$ cat src/rtl/blitz_pixel_sink.sv
// Pixel-plot sink: clips drawer plots, queues them and drives the framebuffer write port; also sweeps full-screen clears.
// Optional macro BLITZ_PIXEL_SINK_TRANSPARENT_KEY_EN drops incoming pixels whose colour equals KEY_COLOUR.
module blitz_pixel_sink #(
  parameter int         FIFO_DEPTH = 16,
  parameter int         SCREEN_W   = 320,
  parameter int         SCREEN_H   = 240,
  parameter logic [2:0] KEY_COLOUR = 3'b111
) (
  input  logic                          clk,
  input  logic                          resetn,
  input  logic [8:0]                    x_in,
  input  logic [7:0]                    y_in,
  input  logic [2:0]                    colour_in,
  input  logic                          writeEn,
  input  logic                          clear_req,
  input  logic [2:0]                    clear_colour,
  input  logic                          fb_ready,
  output logic [8:0]                    fb_x,
  output logic [7:0]                    fb_y,
  output logic [2:0]                    fb_colour,
  output logic                          fb_we,
  output logic                          busy,
  output logic                          clear_done,
  output logic                          overflow,
  output logic [$clog2(FIFO_DEPTH):0]   fifo_count
);
  localparam int AW = $clog2(FIFO_DEPTH);
  localparam int CW = AW + 1;
  localparam logic [8:0] X_LIM  = 9'(SCREEN_W);
  localparam logic [7:0] Y_LIM  = 8'(SCREEN_H);
  localparam logic [8:0] X_LAST = 9'(SCREEN_W - 1);
  localparam logic [7:0] Y_LAST = 8'(SCREEN_H - 1);

  // fb_we/fb_ready: a write is presented while fb_we=1 and completes on a rising edge
  // where fb_ready=1; until then fb_x/fb_y/fb_colour hold and fb_we is never withdrawn.
  typedef enum logic {S_IDLE, S_CLEAR} state_t;

  state_t            state_q, state_d;
  logic [19:0]       mem_q [FIFO_DEPTH];
  logic [AW-1:0]     wr_ptr_q, wr_ptr_d, rd_ptr_q, rd_ptr_d;
  logic [CW-1:0]     count_q, count_d;
  logic [8:0]        fb_x_q, fb_x_d;
  logic [7:0]        fb_y_q, fb_y_d;
  logic [2:0]        fb_colour_q, fb_colour_d;
  logic              fb_we_q, fb_we_d;
  logic              clear_done_q, clear_done_d;
  logic              overflow_q, overflow_d;
  logic              clear_pending_q, clear_pending_d;
  logic [2:0]        clear_colour_q, clear_colour_d;
  logic              key_drop, pix_ok, full, push, pop, slot_free;

`ifdef BLITZ_PIXEL_SINK_TRANSPARENT_KEY_EN
  assign key_drop = (colour_in == KEY_COLOUR);
`else
  assign key_drop = (colour_in == KEY_COLOUR) && 1'b0;
`endif

  always_comb begin
    state_d         = state_q;
    wr_ptr_d        = wr_ptr_q;
    rd_ptr_d        = rd_ptr_q;
    count_d         = count_q;
    fb_x_d          = fb_x_q;
    fb_y_d          = fb_y_q;
    fb_colour_d     = fb_colour_q;
    fb_we_d         = fb_we_q;
    clear_done_d    = 1'b0;
    overflow_d      = overflow_q;
    clear_pending_d = clear_pending_q;
    clear_colour_d  = clear_colour_q;
    pop             = 1'b0;

    pix_ok    = writeEn && (x_in < X_LIM) && (y_in < Y_LIM) && !key_drop;
    full      = (count_q == CW'(FIFO_DEPTH));
    push      = pix_ok && !full;
    slot_free = !fb_we_q || fb_ready;

    case (state_q)
      S_IDLE: begin
        if (clear_pending_q && slot_free) begin
          state_d         = S_CLEAR;
          clear_pending_d = 1'b0;
          overflow_d      = 1'b0;
          fb_x_d          = '0;
          fb_y_d          = '0;
          fb_colour_d     = clear_colour_q;
          fb_we_d         = 1'b1;
        end else begin
          if (clear_req) begin
            clear_pending_d = 1'b1;
            clear_colour_d  = clear_colour;
          end
          if (slot_free) begin
            if (count_q != '0) begin
              pop = 1'b1;
              {fb_x_d, fb_y_d, fb_colour_d} = mem_q[rd_ptr_q];
              fb_we_d = 1'b1;
            end else begin
              fb_we_d = 1'b0;
            end
          end
        end
      end
      S_CLEAR: begin
        // The presented coordinate doubles as the sweep position.
        if (fb_we_q && fb_ready) begin
          if (fb_x_q == X_LAST && fb_y_q == Y_LAST) begin
            fb_we_d      = 1'b0;
            clear_done_d = 1'b1;
            state_d      = S_IDLE;
          end else if (fb_x_q == X_LAST) begin
            fb_x_d = '0;
            fb_y_d = fb_y_q + 8'd1;
          end else begin
            fb_x_d = fb_x_q + 9'd1;
          end
        end
      end
      default: state_d = S_IDLE;
    endcase

    if (pix_ok && full) overflow_d = 1'b1;
    if (push) wr_ptr_d = wr_ptr_q + AW'(1);
    if (pop)  rd_ptr_d = rd_ptr_q + AW'(1);
    count_d = count_q + CW'(push) - CW'(pop);
  end

  always_ff @(posedge clk) begin
    if (push) mem_q[wr_ptr_q] <= {x_in, y_in, colour_in};
  end

  always_ff @(posedge clk or negedge resetn) begin
    if (!resetn) begin
      state_q         <= S_IDLE;
      wr_ptr_q        <= '0;
      rd_ptr_q        <= '0;
      count_q         <= '0;
      fb_x_q          <= '0;
      fb_y_q          <= '0;
      fb_colour_q     <= '0;
      fb_we_q         <= 1'b0;
      clear_done_q    <= 1'b0;
      overflow_q      <= 1'b0;
      clear_pending_q <= 1'b0;
      clear_colour_q  <= '0;
    end else begin
      state_q         <= state_d;
      wr_ptr_q        <= wr_ptr_d;
      rd_ptr_q        <= rd_ptr_d;
      count_q         <= count_d;
      fb_x_q          <= fb_x_d;
      fb_y_q          <= fb_y_d;
      fb_colour_q     <= fb_colour_d;
      fb_we_q         <= fb_we_d;
      clear_done_q    <= clear_done_d;
      overflow_q      <= overflow_d;
      clear_pending_q <= clear_pending_d;
      clear_colour_q  <= clear_colour_d;
    end
  end

  assign fb_x       = fb_x_q;
  assign fb_y       = fb_y_q;
  assign fb_colour  = fb_colour_q;
  assign fb_we      = fb_we_q;
  assign clear_done = clear_done_q;
  assign overflow   = overflow_q;
  assign fifo_count = count_q;
  assign busy       = (state_q != S_IDLE) || (count_q != '0) || fb_we_q;
endmodule

$ cat config.mk
export PLATFORM = sky130hd
export DESIGN_NAME = blitz_pixel_sink
export DESIGN_NICKNAME = d
export VERILOG_FILES = /design/src/rtl/blitz_pixel_sink.sv
export SDC_FILE = /design/constraint.sdc
export NUM_CORES = 1
export LEC_CHECK = 0
export CAP_MARGIN = 20
export CORE_MARGIN = 2
export CORE_UTILIZATION = 45
export DETAILED_ROUTE_END_ITERATION = 16
export PLACE_DENSITY = 0.69
export SLEW_MARGIN = 20
export SYNTH_ARGS = -nofsm -noshare
export SYNTH_HDL_FRONTEND = slang
export SYNTH_SLANG_ARGS = --single-unit
$ cat constraint.sdc
create_clock -name clk -period 7.2 [get_ports clk]
set_clock_uncertainty 0.15 [all_clocks]
set_input_delay 1.44 -clock clk [delete_from_list [all_inputs] [get_ports clk]]
set_output_delay 1.44 -clock clk [all_outputs]
set_load 0.01 [all_outputs]
After elaboration in Yosys (flattened, before gate mapping):

Memory sizes are Yosys's and may differ from the RTL's.
Cells that the tools add are included.

* input bits: 28
* logic and storage cells: 97
* bits in writable memories: 320
* output and inout bits: 29
* bits in registers: 41
* memories kept: 1

Memories
* mem_q: words 16, bits a word 20, read ports 1, clocked after Yosys merged registers in 0, wr ports 1, RTL line 39 `logic [19:0] mem_q [FIFO_DEPTH];`

* bitwise logic cells: 2
* equal/unequal tests: 10
* multiplexer cells: 40
* $add $sub $neg: 6
* order comparisons: 2
* reductions and logical operators: 24

Operators with widths (count)
* 9-bit 2-to-1 mux: 6
* 8-bit 2-to-1 mux: 6
* 1-bit 2-to-1 mux: 21
* 9-bit case mux with 2 select lines: 1
* 8-bit case mux with 2 select lines: 1
* 9-bit by 1-bit adder with 9-bit output (second input constant): 1
* 9-bit == test (second input constant): 1
* 9-bit < comparator (second input constant): 1
* 3-bit 2-to-1 mux: 3
* 3-bit AND reduction: 3
* 4-bit by 1-bit adder with 4-bit output (second input constant): 2
* 8-bit by 1-bit adder with 8-bit output (second input constant): 1
* 8-bit == test (second input constant): 1
* 8-bit < comparator (second input constant): 1
* 2-bit by 1-bit != test with 1-bit output (second input constant): 4
* 2-bit nonzero test: 4
* 1-bit logical AND: 7
* 3-bit != test (second input constant): 2
* 5-bit by 1-bit adder with 5-bit output: 1
* 5-bit == test (second input constant): 1
* 5-bit AND reduction: 1
* 5-bit nonzero test: 1
* 5-bit by 1-bit subtractor with 5-bit output: 1
* 1-bit case mux with 2 select lines: 2
* 6 further kinds: 11

Logic depth before layout (Yosys ltp):

Gate-level depths: netlist (run 1).

* depth after elaboration: 6
* gate-level depth with buffers: 14
* depth with buffers taken out: 14

Least setup slack after synthesis (run 1):

OpenSTA, ideal clock, no wires.

* kind: input to register
* start point: input x_in[7]
* end point: memory mem_q[3][0], enable pin
* arrival time: 3631 ps
* path buffers: 1
* data required time: 6628 ps
* slack: 2997 ps
* library setup time: 422 ps
* stages on the path: 6
* path through: o21ai_0 -> nand3_1 -> nor2b_1 -> clkbuf_1 -> nand2_1 -> nor3_1

* longest elaborated chain between the ends: 6

RTL lines
* start, declared: RTL line 11 `input logic [8:0] x_in,`
* 9-bit < comparator: RTL line 73 `pix_ok = writeEn && (x_in < X_LIM) && (y_in < Y_LIM) && !key_drop;`
* 1-bit logical AND (2 in series): RTL line 73
* 1-bit logical AND: RTL line 75 `push = pix_ok && !full;`
* 1-bit 2-to-1 mux: RTL line 129 `if (push) mem_q[wr_ptr_q] <= {x_in, y_in, colour_in};`
* 1-bit 2-to-1 mux (not written as such): RTL line 129
* end, declared: RTL line 39

Every way passes these cells.

Final worst setup path (run 1):

* start point: input x_in[7]
* end point: memory mem_q[3][18], enable pin

The elaborated chain is that of the path after synthesis.

==> results.toml, run 1 <==
[setup_path]
reg2regPathDepth = 14
worstPathArrival_ps = 4910
worstSetupPathType = "input pin to register"
crit_path_end_kind = "register"
critical_path_required_ps = 7260
cp-start-kind = "input pin"
crit_fanout = 17

[synthesis]
async_flop_share_pct = 11.4
syn_inst = 729
synth_common_cells = "320 x edfxtp_1, 85 x mux4_2, 41 x dfrtp_1, 35 x nor2_1, 32 x nand2_1"
yosysMostFrequentCell = "edfxtp_1"
synth_top_area_cell = "edfxtp_1"
syn_nets = 771
synth_edf_count = 320
synthDistinctLibCells = 59
ys_ff_latch = 361
yosysTopAreaCellShare_pct = 66.4
synth_area_leaders = "edfxtp_1 66%, mux4_2 13%, dfrtp_1 7.1%, mux4_1 1.3%, ha_1 1.1%"
netlist_area_um2 = 14500
syn_area_per_cell_um2 = 19.9
yosys_warnings = 0
ys_seq_area_share_pct = 73.5
synth-main-ff-cell = "edfxtp_1"

[clocking]
post_cts_buffers = 0
cts-htree-levels = 2
cts_buffers = 39
cts_tree = "done"
cts_resized = 0
cts_buffer_depth = 3
path_clk_slew_ps = 60
numClockSinks = 361
clockRootBuffer = "clkbuf_16"
cts.hold.buffers_added = 0
clock_latency_ps = 520

[die]
core_region_area_um2 = 31600
core.rowCount = 65
die_area_um2 = 33600
io-pin-count = 57
die_h_um = 183
die_w_um = 183
start_util_pct = 45.8

[sta]
drv_slew = 0
finalHoldViolations = 0
max_freq_ghz = 0.206
period_needed_ps = 4850
holdWs_ps = 324
post-route-period-util_pct = 67.4
finalWorstSetupSlack_ps = 2350
max-slew-margin-rel_pct = 27.9
setup_viol = 0
worstMarginPinSlew_ps = 1080
rsz0062_at_grt = "false"
tns_ps = 0

[detailed_routing]
drtAntennaViolNets = 0
avgRoutedWirePerCell_um = 25.8
routed_wl_um = 32300
drc = 0
drt_iter0_markers = 652
dr.pass1.iters = 5
vias = 7357
viasPerCell = 5.88

[power_and_ir_drop]
vdd_drop_max_mv = 0.213
power_density_nw_per_um2 = 288
power.total_mw = 4.85
leakagePower_nw = 5.61

[global_route]
grt_pass1_vias = 7521
overflow = 0
grt_pass1_wl_um = 48700
antenna_found_initial = 1
grt_max_degree = 45
grt_use_total_pct = 19.8

[worst_hold_path]
min_path_cells = 2
hp-class = "register to register"

[status]
status = "finished, final reports clean"

[layout]
num-nets-final = 860
fillers = 2427
diodes = 0
seqCellArea_um2 = 10600
multi_input_area_um2 = 3670
instances_no_fill = 1251
fin_area_um2 = 16900
post-route-util_pct = 53.3
drive_gt1_share_pct = 22.7
area_growth_pct = 16.5

[job]
drv_cap = 0

[placement]
gp_congestion = 0.849
hpwl_um = 20300
dpl_cell_area_um2 = 15600
port_buffers = 56
post-place-ws_ps = 1780
place_inst = 1178
==> final timing paths <==
check                                        to  slack (ps)          start
worst max-delay path               mem_q[3][18]        2350        x_in[7]
worst min-delay path               fb_colour[1]         320   fb_colour[1]
worst max register to register    fifo_count[4]        3590  fifo_count[2]
worst min register to register     fb_colour[1]         320   fb_colour[1]
max in group asynchronous           rd_ptr_q[1]        5710         resetn
min in group asynchronous       clear_pending_q         690         resetn
==> cell families after synthesis <==
group                    count (synthesis)  synth area share, %
adder cells (fa/ha/maj)                 14                 1.26
multiplexers                           111                 15.9
XOR/XNOR                                11                0.666
AND/OR/NAND/NOR                        108                 3.50
flip-flops                             361                 73.5
buffers and inverters                   43                 1.58
AO/OA/AOI/OAI                           81                 3.66
==> critical path, cell delays in order <==
cell             delay (ps)
clkdlybuf4s50_1         750
o21ai_0                 440
nand3_1                 190
nor2b_1                 560
nand2_1                 320
nor3_2                  830
buf_4                   360
==> report_power, final <==
group / internal (mW) / switching (mW) / leakage [nW]
Clock: 1.17 / 0.795 / 0.613
Sequential: 2.42 / 0.0712 / 3.42
Combinational: 0.158 / 0.234 / 1.58
==> layout by cell type, fill, tap and decap left out, drive strengths merged, types with 3 or more instances in the layout <==
master / instances
edfxtp: 320
mux4: 92
clkdlybuf4s50: 55
clkbuf: 49
dfrtp: 41
nor2: 35
nand2: 32
o21ai: 31
buf: 22
inv: 16
mux2i: 14
clkinv: 14
ha: 13
a21oi: 12
nand3: 8
nor3: 8
xnor2: 7
nand4: 5
mux2: 5
o221ai: 5
xor2: 4
a21o: 4
and2: 4
o211ai: 4
o22ai: 4
bufinv: 4
nand2b: 3
a31oi: 3
clkinvlp: 3
==> per-layer routing <==
| metal | global-route usage [%] | share of wire (%) |
|---|---|---|
| met3 | 4.19 | 7.2 |
| met4 | 6.40 | 3.0 |
| met1 | 26.7 | 40 |
| met5 | 0 | 0.040 |
| met2 | 32.7 | 49 |
==> cell type report <==
class	instances	share of cell area (%)
Sequential cell	361	63.1
Multi-Input combinational cell	325	21.7
Clock buffer	49	6.14
Timing Repair Buffer	77	4.30
Tap cell	402	2.98
Clock inverter	23	1.42
Inverter	14	0.312
==> flip-flops by register name, indices dropped and copies added (netlist names) <==
signal and count:
fb_we 1, clear_done 1, fifo_count 5, clear_pending_q 1, clear_colour_q 3, rd_ptr_q 4, overflow 1, fb_x 9
fb_colour 3, mem_q 320, fb_y 8, wr_ptr_q 4, state_q 1
Power figures use the tool's default switching activity.
==> inputs of run 2 (changes only) <==
==> constraint.sdc (replaced) <==
create_clock -name clk -period 4.7 [get_ports clk]
set_clock_uncertainty 0.15 [all_clocks]
set_input_delay 0.94 -clock clk [delete_from_list [all_inputs] [get_ports clk]]
set_output_delay 0.94 -clock clk [all_outputs]
set_load 0.01 [all_outputs]
==> run 2 against run 1 <==
Largest power group unchanged. Non-clock buffer count rose by 26. Combinational power rose by 57%. Critical path depth rose by 8. Die area did not move. Global-route usage fell by 0.74 points. Critical endpoint is now fifo_count[4].
==> results.toml, run 2 (synthesis gave the netlist of run 1 again) <==
[status]
status = "finished, final reports clean"

[power_and_ir_drop]
p_sw_share_pct = 22.3
switching_power_mw = 1.65
leakagePower_nw = 5.73
power.total_mw = 7.37
combPwrFrac_pct = 8.4
power_density_nw_per_um2 = 433
p_int_mw = 5.72
clkPwrFrac_pct = 39.8
vdd_drop_max_mv = 0.389
p_seq_share_pct = 51.8

[clocking]
cts_resized = 0
cts_tree = "done"
cts_buffer_depth = 3
cts-htree-levels = 2
clock_latency_ps = 520
cts_buffers = 38
cts.hold.buffers_added = 0
clockRootBuffer = "clkbuf_16"
post_cts_buffers = 0
path_clk_slew_ps = 60
numClockSinks = 361

[detailed_routing]
drt_iter0_markers = 767
drc = 0
viasPerCell = 5.78
dr.pass1.iters = 5
routed_wl_um = 31200
drtAntennaViolNets = 0
vias = 7360
avgRoutedWirePerCell_um = 24.5

[die]
core.rowCount = 65
die_area_um2 = 33600
core_region_area_um2 = 31600
start_util_pct = 45.8
io-pin-count = 57
die_h_um = 183
die_w_um = 183

[worst_hold_path]
min_path_cells = 2
hp-class = "register to register"
hold-path-endpoint = "fb_colour[0]"
hp-start = "fb_colour[0]"

[layout]
fin_area_um2 = 17000
drive_gt1_share_pct = 25.0
num-nets-final = 885
post-route-util_pct = 53.8
diodes = 0
final_cell_mix = "320 x edfxtp_1, 85 x mux4_2, 55 x clkdlybuf4s50_1, 45 x buf_4"
area_growth_pct = 17.6
fillers = 2375
final_common_cell = "edfxtp_1"
largest_reg_flops = 320
top_register = "mem_q"

[sta]
period_needed_ps = 3500
setup_viol = 0
drv_slew = 0
post-route-period-util_pct = 74.5
max_freq_ghz = 0.286
max-slew-margin-rel_pct = 36.6
holdWs_ps = 349
tns_ps = 0
rsz0062_at_grt = "false"
worstMarginPinSlew_ps = 951
finalHoldViolations = 0

[setup_path]
reg2reg_slack_ps = 1200
cp-start-kind = "register"
worstSetupPathType = "register to register"
path_cells = "inv_1 > ha_1 > nor4b_1 > a211oi_1 > buf_4 > nand2_1 > inv_1 > ha_1 > inv_1 > ha_1 > fa_1 > a21oi_1 > nor2_1 > nor2_1 > xnor2_1"
r2r_start = "fifo_count[3]"
reg2regPathDepth = 15
cpPeakStageDelay_ps = 550
cpMaxStageDelayCell = "nor4b_1"
reg2reg_to = "fifo_count[4]"
crit_fanout = 7
crit_path_end_kind = "register"
worstPathArrival_ps = 3780
critical_path_required_ps = 4980

[global_route]
antenna_found_initial = 0
grt_max_degree = 44
grt_pass1_wl_um = 47100
grt_use_total_pct = 19.1
grt_pass1_vias = 7460
overflow = 0

[job]
drv_cap = 0

[placement]
port_buffers = 56
dpl_cell_area_um2 = 15800
gp_congestion = 0.823
hpwl_um = 20000
==> run 2: cell types whose count changed in the layout (fill, tap and decap cells not counted), sizes merged <==
cell,change
clkinv,-2
buf,+26
clkinvlp,-1
==> run 2: cell type report <==
type / instances / area [µm²] / area share (%)
inverter: 14 / 52.6 / 0.309
timing repair buffer: 103 / 933 / 5.48
sequential: 361 / 10600 / 62.5
multi-input combinational: 325 / 3660 / 21.5
clock inverter: 20 / 221 / 1.30
tap: 402 / 503 / 2.95
clock buffer: 49 / 1010 / 5.95
==> run 2: worst max-delay path: cells and delay by family (launching register included) <==
kind	cells	cell delay (ps)
adder cells (fa/ha/maj)	4	1080
AND/OR/NAND/NOR	4	870
buffers and inverters	4	480
flip-flops	1	410
AO/OA/AOI/OAI	2	320
XOR/XNOR	1	120
==> run 2: layer usage <==
metal	track usage [%]	part of all wire, %	up-vias
met2	30.4	48	253
met5	0	0	-
met3	4.15	6.8	39
met4	4.35	1.7	0
li1	-	-	3225
met1	27.4	44	3843
==> run 2: how the worst max path moves through the flow <==
| stage | from | end | slack [ps] |
|---|---|---|---|
| global route | fifo_count[3] | fifo_count[4] | 870 |
| detailed placement | y_in[4] | fifo_count[4] | 770 |
| CTS | fifo_count[3] | fifo_count[4] | 1220 |
| floorplan | x_in[7] | mem_q[3][0] | 1000 |
| finish | fifo_count[3] | fifo_count[4] | 1200 |
| global placement | y_in[4] | fifo_count[4] | 870 |
==> run 2: power groups by stage <==
stage	clock network, mW	logic, mW	registers (mW)
floorplan	0	0.326	3.84
global placement	0	0.612	3.87
detailed placement	0	0.625	3.88
CTS	2.98	0.627	3.82
global route	3.10	0.679	3.83
finish	2.93	0.617	3.82
==> run 2: through the flow <==
stage          instances  setup slack (ps)
6_report            1274              1200
5_1_grt             1274               869
4_1_cts             1274              1220
3_5_place_dp        1205               765
3_3_place_gp        1205               866
2_1_floorplan        729               997
==> variant, RTL diff (settings of run 2) <==
One comparison of `count_q` changes from == to >=.
--- a/src/rtl/blitz_pixel_sink.sv
+++ b/src/rtl/blitz_pixel_sink.sv
@@ -71,7 +71,7 @@
     pop             = 1'b0;
 
     pix_ok    = writeEn && (x_in < X_LIM) && (y_in < Y_LIM) && !key_drop;
-    full      = (count_q == CW'(FIFO_DEPTH));
+    full      = (count_q >= CW'(FIFO_DEPTH));
     push      = pix_ok && !full;
     slot_free = !fb_we_q || fb_ready;
 
Function: no difference found for any inputs over 4 cycles, from zero or initial values and one cycle with resetn low; that may be too few to reach the edited logic, so the function may still have changed.
==> variant against run 2 <==
Sequential cell count stayed put; worst setup slack got worse by 0.12 ns; routed wire length up 3.7%; design area is 0.32% lower; worst hold slack got worse by 0.18 ns; non-clock buffer count shrank 2; area after synthesis fell by 0.23%; critical endpoint unchanged.
Power is not compared: it rests on default switching activity, and its combinational part moved more than twofold at a synthesized area within 25%.
==> variant: results (changes against run 2) <==
The flow ran to the end, and the final reports show no timing, DRC or antenna violations. The critical path starts at x_in[7]. The layout overhead on the synthesized area is 17.5% (about the same). The total clock buffers created by CTS is 37 (-2.6%).

The maximum level of the CTS H-tree is 2 (unchanged). The global-route wire length before repair came out at 49300 µm (+4.6%). In this run the top signal layer used is met5. The number of filler cells placed in the layout is 2454 (+3.3%). The net count after synthesis is 803 (+4.2%). The share of cells above drive strength 1 is 22.3% (-2.7 points). The area after detailed placement is 0.0158 mm² (about the same).

The instance count of the mapped netlist is 761 (+4.4%). The number of cells after detailed placement came out at 1228 (+1.9%). The detailed route wirelength on metal3 is 2520 µm (+19%). The min-delay analysis places its worst path in the category input pin to asynchronous set/reset pin.

The number of different library cells in the post-synthesis netlist is 62 (+5.1%). The initial antenna violation count is 1 (+1). The flip-flop count of the largest register, all copies and words added is 320 (unchanged).

The net count reported at finish is 908 (+2.6%). The placed wire-length estimate after detailed placement is 21100 µm (+5.1%). The first-iteration detailed-routing DRC count came out at 788 (+2.7%). The slowest library cell on the worst path is sky130_fd_sc_hd__clkdlybuf4s50_1. The via density per instance came out at 5.91 (+2.4%). The met1 wire length is 14100 µm (+3.8%). The startpoint identified for the worst register-to-register timing path is state_q. The non-filler instance count after layout came out at 1294 (+1.6%). The met2 routed wirelength is 15000 µm (+0.61%). The register-to-register path setup slack came to 1.60 ns (+0.40 ns). The number of global-route vias before repair is 7744 (+3.8%). The biggest cell delay along the critical path is 0.51 ns (-0.04 ns). The arrival time of the worst setup path came out at 3.91 ns (+0.13 ns). The post-cts gate resize count came out at 0 (unchanged). The path depth of the worst reg2reg path is 6 (-9).

The sequential element share of the synthesized area came out at 73.7% (+0.17 points). The relative slew slack came out at 38.9% (+2.3 points). The total routing resource utilization after global routing is 19.9% (+0.78 points). Ranked by total cell area, the synthesized netlist is headed by sky130_fd_sc_hd__edfxtp_1, sky130_fd_sc_hd__mux4_2, sky130_fd_sc_hd__dfrtp_1.

The terminus of the critical flop-to-flop path is fb_y[6]. The final RePlAce weighted congestion came out at 0.821 (-0.33%). The wire length reported by the detailed router was 32400 µm (+3.7%).
## variant: cell count changes after synthesis, sizes merged, moves of 7 or more
cell,before,now
a21oi,12,19
a22oi,2,22
and2,4,16
clkbuf,7,16
mux4,92,77
nand2,32,20
nor2,35,28
nor4,0,7
o21ai,31,21
## variant: layout make-up
class	instances	area share (%)
Clock buffer	47	6.05
Clock inverter	18	0.848
Inverter	20	0.442
Multi-Input combinational cell	345	21.3
Sequential cell	361	62.7
Tap cell	402	2.96
Timing Repair Buffer	101	5.71
## variant: cells by family after synthesis
logic type | Yosys count | share of synthesized area, %
DFF | 361 | 73.7
and+or+nand+nor | 124 | 4.55
xor gates and xnor gates | 10 | 0.607
muxes | 90 | 13.0
buffers and inverters | 55 | 1.58
adders and majority gates | 14 | 1.27
AOI/OAI and AO/OA | 107 | 5.38
## variant: metal layers
layer  vias to the layer above  track usage, %
li1                       3330               -
met1                      3946            30.1
met2                       323            30.4
met3                        52            3.24
met4                         2            5.25
met5                         -               0
## variant: worst max-delay path: cells and delay by family
kind	cells	cell delay, ns
xor+xnor	1	0.12
buf+inv	3	0.78
fa+ha+maj	3	0.94
compound gates	2	0.41
simple gates	4	0.72
## variant: how the worst min path moves through the flow
stage	start	endpoint	slack, ns	depth (start not counted)
4_1_cts	clear_colour_q[0]	clear_colour_q[0]	0.36	1
3_3_place_gp	clear_colour_q[2]	clear_colour_q[2]	0.35	1
5_1_grt	resetn	fb_y[0]	0.17	1
2_1_floorplan	clear_colour_q[0]	clear_colour_q[0]	0.32	1
3_5_place_dp	clear_colour_q[0]	clear_colour_q[0]	0.34	1
6_report	resetn	fb_y[2]	0.17	1
## variant: report_power, final
part           switching, mW  internal [mW]
registers              0.327           3.71
logic                  0.907           1.00
clock network           1.16           1.65
total                   2.40           6.36
## variant: stage by stage
stage | hold slack (ns) | setup slack [ns]
2_1_floorplan | 0.323 | 0.480
3_5_place_dp | 0.343 | 0.565
5_1_grt | 0.173 | 0.867
4_1_cts | 0.357 | 1.08
6_report | 0.167 | 1.08
3_3_place_gp | 0.346 | 0.634
